### src/rtl/rlc_game_sysid_check.sv
// System ID / build timestamp checker: reads two words over Avalon-MM and
// compares them against the expected values, with a per-read stall timeout.
module rlc_game_sysid_check #(
    parameter logic [31:0] EXPECTED_ID    = 32'd0,
    parameter logic [31:0] EXPECTED_TS    = 32'd1495887352,
    parameter int unsigned TIMEOUT_CYCLES = 255,
    parameter bit          AUTO_START     = 1'b1
) (
    input  logic        clock,
    input  logic        reset_n,
    input  logic        start,
    output logic        busy,
    output logic        avm_address,
    output logic        avm_read,
    input  logic        avm_waitrequest,
    input  logic [31:0] avm_readdata,
    output logic        done,
    output logic        pass,
    output logic        timeout,
    output logic [31:0] id_value,
    output logic [31:0] ts_value
);

    // state | meaning
    // IDLE  | waiting for start (or the one automatic check after reset)
    // RD_ID | reading word 0, the system ID
    // RD_TS | reading word 1, the build timestamp
    // CHECK | comparing captured words against the expected values
    // FIN   | done asserted for one cycle before returning to IDLE
    typedef enum logic [2:0] {IDLE, RD_ID, RD_TS, CHECK, FIN} state_t;

    localparam logic [15:0] TIMEOUT_LIM = 16'(TIMEOUT_CYCLES);

    state_t      state_q, state_d;
    logic        auto_q;
    logic        read_q, read_d;
    logic        addr_q, addr_d;
    logic [15:0] stall_q, stall_d;
    logic        done_q, done_d;
    logic        pass_q, pass_d;
    logic        timeout_q, timeout_d;
    logic [31:0] id_q, id_d;
    logic [31:0] ts_q, ts_d;

    always_ff @(posedge clock or negedge reset_n) begin
        if (!reset_n) begin
            state_q   <= IDLE;
            auto_q    <= AUTO_START;
            read_q    <= 1'b0;
            addr_q    <= 1'b0;
            stall_q   <= 16'd0;
            done_q    <= 1'b0;
            pass_q    <= 1'b0;
            timeout_q <= 1'b0;
            id_q      <= 32'd0;
            ts_q      <= 32'd0;
        end else begin
            state_q   <= state_d;
            auto_q    <= 1'b0;
            read_q    <= read_d;
            addr_q    <= addr_d;
            stall_q   <= stall_d;
            done_q    <= done_d;
            pass_q    <= pass_d;
            timeout_q <= timeout_d;
            id_q      <= id_d;
            ts_q      <= ts_d;
        end
    end

    // Bus strobes are computed from the next state so they come straight off flops.
    always_comb begin
        state_d   = state_q;
        read_d    = 1'b0;
        addr_d    = 1'b0;
        stall_d   = stall_q;
        done_d    = done_q;
        pass_d    = pass_q;
        timeout_d = timeout_q;
        id_d      = id_q;
        ts_d      = ts_q;
        case (state_q)
            IDLE: begin
                if (start || auto_q) begin
                    state_d   = RD_ID;
                    read_d    = 1'b1;
                    stall_d   = 16'd0;
                    done_d    = 1'b0;
                    pass_d    = 1'b0;
                    timeout_d = 1'b0;
                end
            end
            RD_ID, RD_TS: begin
                if (!avm_waitrequest) begin
                    stall_d = 16'd0;
                    if (state_q == RD_ID) begin
                        id_d    = avm_readdata;
                        state_d = RD_TS;
                        read_d  = 1'b1;
                        addr_d  = 1'b1;
                    end else begin
                        ts_d    = avm_readdata;
                        state_d = CHECK;
                    end
                end else begin
                    stall_d = stall_q + 16'd1;
                    if (stall_d == TIMEOUT_LIM) begin
                        state_d   = FIN;
                        timeout_d = 1'b1;
                        pass_d    = 1'b0;
                        done_d    = 1'b1;
                    end else begin
                        read_d = 1'b1;
                        addr_d = (state_q == RD_TS);
                    end
                end
            end
            CHECK: begin
                pass_d  = (id_q == EXPECTED_ID) && (ts_q == EXPECTED_TS);
                done_d  = 1'b1;
                state_d = FIN;
            end
            FIN: begin
                state_d = IDLE;
            end
            default: begin
                state_d = IDLE;
            end
        endcase
    end

    assign busy        = (state_q != IDLE);
    assign avm_read    = read_q;
    assign avm_address = addr_q;
    assign done        = done_q;
    assign pass        = pass_q;
    assign timeout     = timeout_q;
    assign id_value    = id_q;
    assign ts_value    = ts_q;

endmodule

### config.mk
export PLATFORM = sky130hd
export DESIGN_NAME = rlc_game_sysid_check
export DESIGN_NICKNAME = d
export VERILOG_FILES = /design/src/rtl/rlc_game_sysid_check.sv
export SDC_FILE = /design/constraint.sdc
export NUM_CORES = 1
export LEC_CHECK = 0
export CORE_UTILIZATION = 49
export DETAILED_ROUTE_END_ITERATION = 10
export GPL_ROUTABILITY_DRIVEN = 0
export HOLD_SLACK_MARGIN = 0.15
export PLACE_DENSITY_LB_ADDON = 0.3
export SLEW_MARGIN = 15
export SYNTH_ARGS = -nofsm -noshare
export SYNTH_HDL_FRONTEND = slang
export SYNTH_SLANG_ARGS = --single-unit
### constraint.sdc
create_clock -name clock -period 3.2 [get_ports clock]
set_clock_uncertainty 0.05 [all_clocks]
set_input_delay 0.64 -clock clock [delete_from_list [all_inputs] [get_ports clock]]
set_output_delay 0.64 -clock clock [all_outputs]
set_load 0.05 [all_outputs]
==> flow_metrics.tcl, run 1 <==
set metrics [dict create \
    status "completed" \
    finalCriticalPeriod_ps 2790 \
    drtIter0Drc 126 \
    tns_ps 0 \
    seq_power_share 0.317 \
    path_class "flip-flop to output port" \
    yosys.area.top_type "dfrtp_1" \
    cts_setup_buffers 0 \
    cts.htree.levels 3 \
    rows 32 \
    cp_slowest_stage_delay_ps 720 \
    multi_input_area_um2 1700 \
    slowest_stage "clkdlybuf4s50_1" \
    grt_usage 0.240 \
    final_util 0.683 \
    io_pins 106 \
    num_vias 3102 \
    first_global_vias 3067 \
    synth_commonest_cells "dfrtp_1, mux2_2, nor2_1, o21ai_0, nand2_1" \
    cp_top_family "buffers and inverters" \
    path_max_fanout 12 \
    firstDrtPassIters 4 \
    finalHoldViolations 0 \
    timing.hold.ws_ps 276 \
    wl_per_cell_um 17.9 \
    syn_to_final_growth_pct 33.4 \
    leakage_nw 2.16 \
    hpwl_um 6830 \
    post-route-period-util 0.871 \
    clock_latency_ps 350 \
    tritoncts "yes" \
    synth_top_area_frac 0.548 \
    peakVddDrop_uv 796 \
    synth_edf_count 0 \
    pwr-share-comb 0.557 \
    hold_class "input pin to asynchronous set/reset pin" \
    dp_worst_setup_slack_ps 582 \
    cap_viol_max_count 0 \
    n_fill_cell 638 \
    worst_slew_pin_slew_ps 675 \
    wirelength_um 9740 \
    switchingPower_mw 3.04 \
    clock_sinks 89 \
    rsz0062_at_grt "false" \
    route.detailed.drc 0 \
    grt_overflow_total 0 \
    yosys_warnings 0 \
    syn_avg_cell_area_um2 11.9 \
    antenna_found_initial 0 \
    ys.flop_type "dfrtp_1" \
    ys_ff_latch 89 \
    grt_pass1_wl_um 15900 \
    ys_seq_area_frac 0.555 \
    syn_nets 375 \
    r2r_setup_slack_ps 620 \
    synth.distinct_cells 51 \
    p_sw_frac 0.482 \
    total_power_mw 6.30 \
    regArea_um2 2230 \
    grt_max_degree 55 \
    syn_inst 337 \
    clk_transition_reported_paths_ps 90 \
    fmax_mhz 359 \
    crit_buf_inv 1 \
    slew_viol_final 0 \
    initial_core_util 0.512 \
    die_height_um 92.6 \
    required_ps 2510 \
    synth_area_um2 4020 \
    cts_resized 0 \
    core_area_um2 7850 \
    antennaDiodeCount 0 \
    port_buffers 105 \
    numCtsBuffers 9 \
    dieWidth_um 92.6 \
    synth.area.top_cells "dfrtp_1, mux2_2, o21ai_0" \
    max-slew-margin-rel 0.550 \
    worst_ep_arrival_time_ps 2100 \
    root_buffer "clkbuf_8" \
    power.internal_mw 3.26 \
    via_per_inst 5.70 \
    nNetsFinal 475 \
    dieArea_um2 8570 \
    fin_ws_ps 413 \
    synth_most_common_cell "dfrtp_1" \
    p_clk_frac 0.126 \
    reg2reg_depth 7 \
    drive_above_1_share 0.208 \
    ant_nets 0 \
    p_per_area_nw_per_um2 1180 \
    holdBufCountCts 0 \
    r2r_start "stall_q[0]" \
    critical_path.endpoint_type "output port" \
    r2r-end "pass" \
    startpoint_type "flip-flop" \
    clk_path_buf_depth 2 \
    worstPathCellList "or3_1 > clkdlybuf4s50_1" \
    synthArstFlopShare 1.00 \
    setup_viol 0 \
]
## how the worst max path moves through the flow
| stage | slack [ps] | from | depth (start not counted) | endpoint |
|---|---|---|---|---|
| 3_5_place_dp | 580 | avm_waitrequest | 5 | stall_q[5] |
| 2_1_floorplan | 900 | stall_q[0] | 7 | pass |
| 5_1_grt | 360 | state_q[2] | 2 | busy |
| 4_1_cts | 410 | state_q[2] | 2 | busy |
| 3_3_place_gp | 700 | avm_waitrequest | 5 | stall_q[5] |
| 6_report | 410 | state_q[2] | 2 | busy |
## cells by family (layout without fill, tap and decap cells)
logic type,after synthesis,in the layout,synth area share
other,1,1,0.000933
buffers and inverters,23,128,0.0246
multiplexers,65,65,0.182
AO/OA/AOI/OAI,54,54,0.0881
AND/OR/NAND/NOR,99,99,0.135
adder cells (fa/ha/maj),2,2,0.00623
XOR/XNOR,4,4,0.00872
flip-flops,89,89,0.555
## layout make-up
class	instances	share of cell area
sequential	89	0.416
clock buffer	11	0.0264
multi-input combinational	225	0.317
timing repair buffer	109	0.204
clock inverter	5	0.0117
tap	102	0.0238
inverter	3	0.00210
## worst reg2reg max path, cell delays in order (launching register included)
cell and delay (ps):
dfrtp_1 440, ha_1 260, nand3_1 200, nor3_1 420, mux2i_1 210, a2111oi_4 570, and2_1 220, o211ai_1 90
## registers in the layout (all words and copies together) (netlist names)
register / count
auto_q: 1
done: 1
id_value: 32
timeout: 1
state_q: 3
ts_value: 32
avm_read: 1
avm_address: 1
pass: 1
stall_q: 16
## power groups by stage
| stage | sequential (mW) | combinational, mW | clock, mW |
|---|---|---|---|
| CTS | 1.99 | 3.53 | 0.801 |
| floorplan | 3.40 | 0.871 | 0 |
| detailed placement | 2.01 | 3.51 | 0 |
| finish | 2.00 | 3.51 | 0.794 |
| global placement | 2.00 | 3.47 | 0 |
| global route | 2.07 | 3.66 | 0.850 |
## metrics by stage
stage	area, um2	cells
floorplan	4020	337
global placement	5160	528
detailed placement	5160	528
CTS	5360	544
global route	5360	544
finish	5360	544
## cells in the final DEF, fill, tap and decap left out, drive strengths merged, types with 3 or more instances in the layout
cell type      count
nor3               6
o41ai              3
mux2              64
inv                4
clkbuf            11
a21oi              8
or4                3
o21ai             24
a31oi              6
nor4b              4
nor4               8
nand4             10
xor2               3
clkdlybuf4s50    104
nor2              26
buf                5
nand2             18
dfrtp             88
nand3              8
## metal layers
layer | global-route usage | share of wire | vias up | wire length, um
met5 | 0 | 0 | - | 0
met4 | 0.0612 | 0.0089 | 0 | 87
met3 | 0.0550 | 0.055 | 11 | 533
met2 | 0.380 | 0.48 | 94 | 4650
met1 | 0.335 | 0.46 | 1548 | 4470
li1 | - | - | 1449 | -
Power figures use the tool's default switching activity.
==> run 2: changes to the inputs <==
GPL_ROUTABILITY_DRIVEN = default   (was 0)
==> results of run 2 <==
No change in the layout: final DEF, timing and power equal those of run 1.
==> run 3: changes to the inputs <==
GPL_TIMING_DRIVEN = 1   (was default)
==> results of run 3 <==
No change in the layout: final DEF, timing and power equal those of run 1.
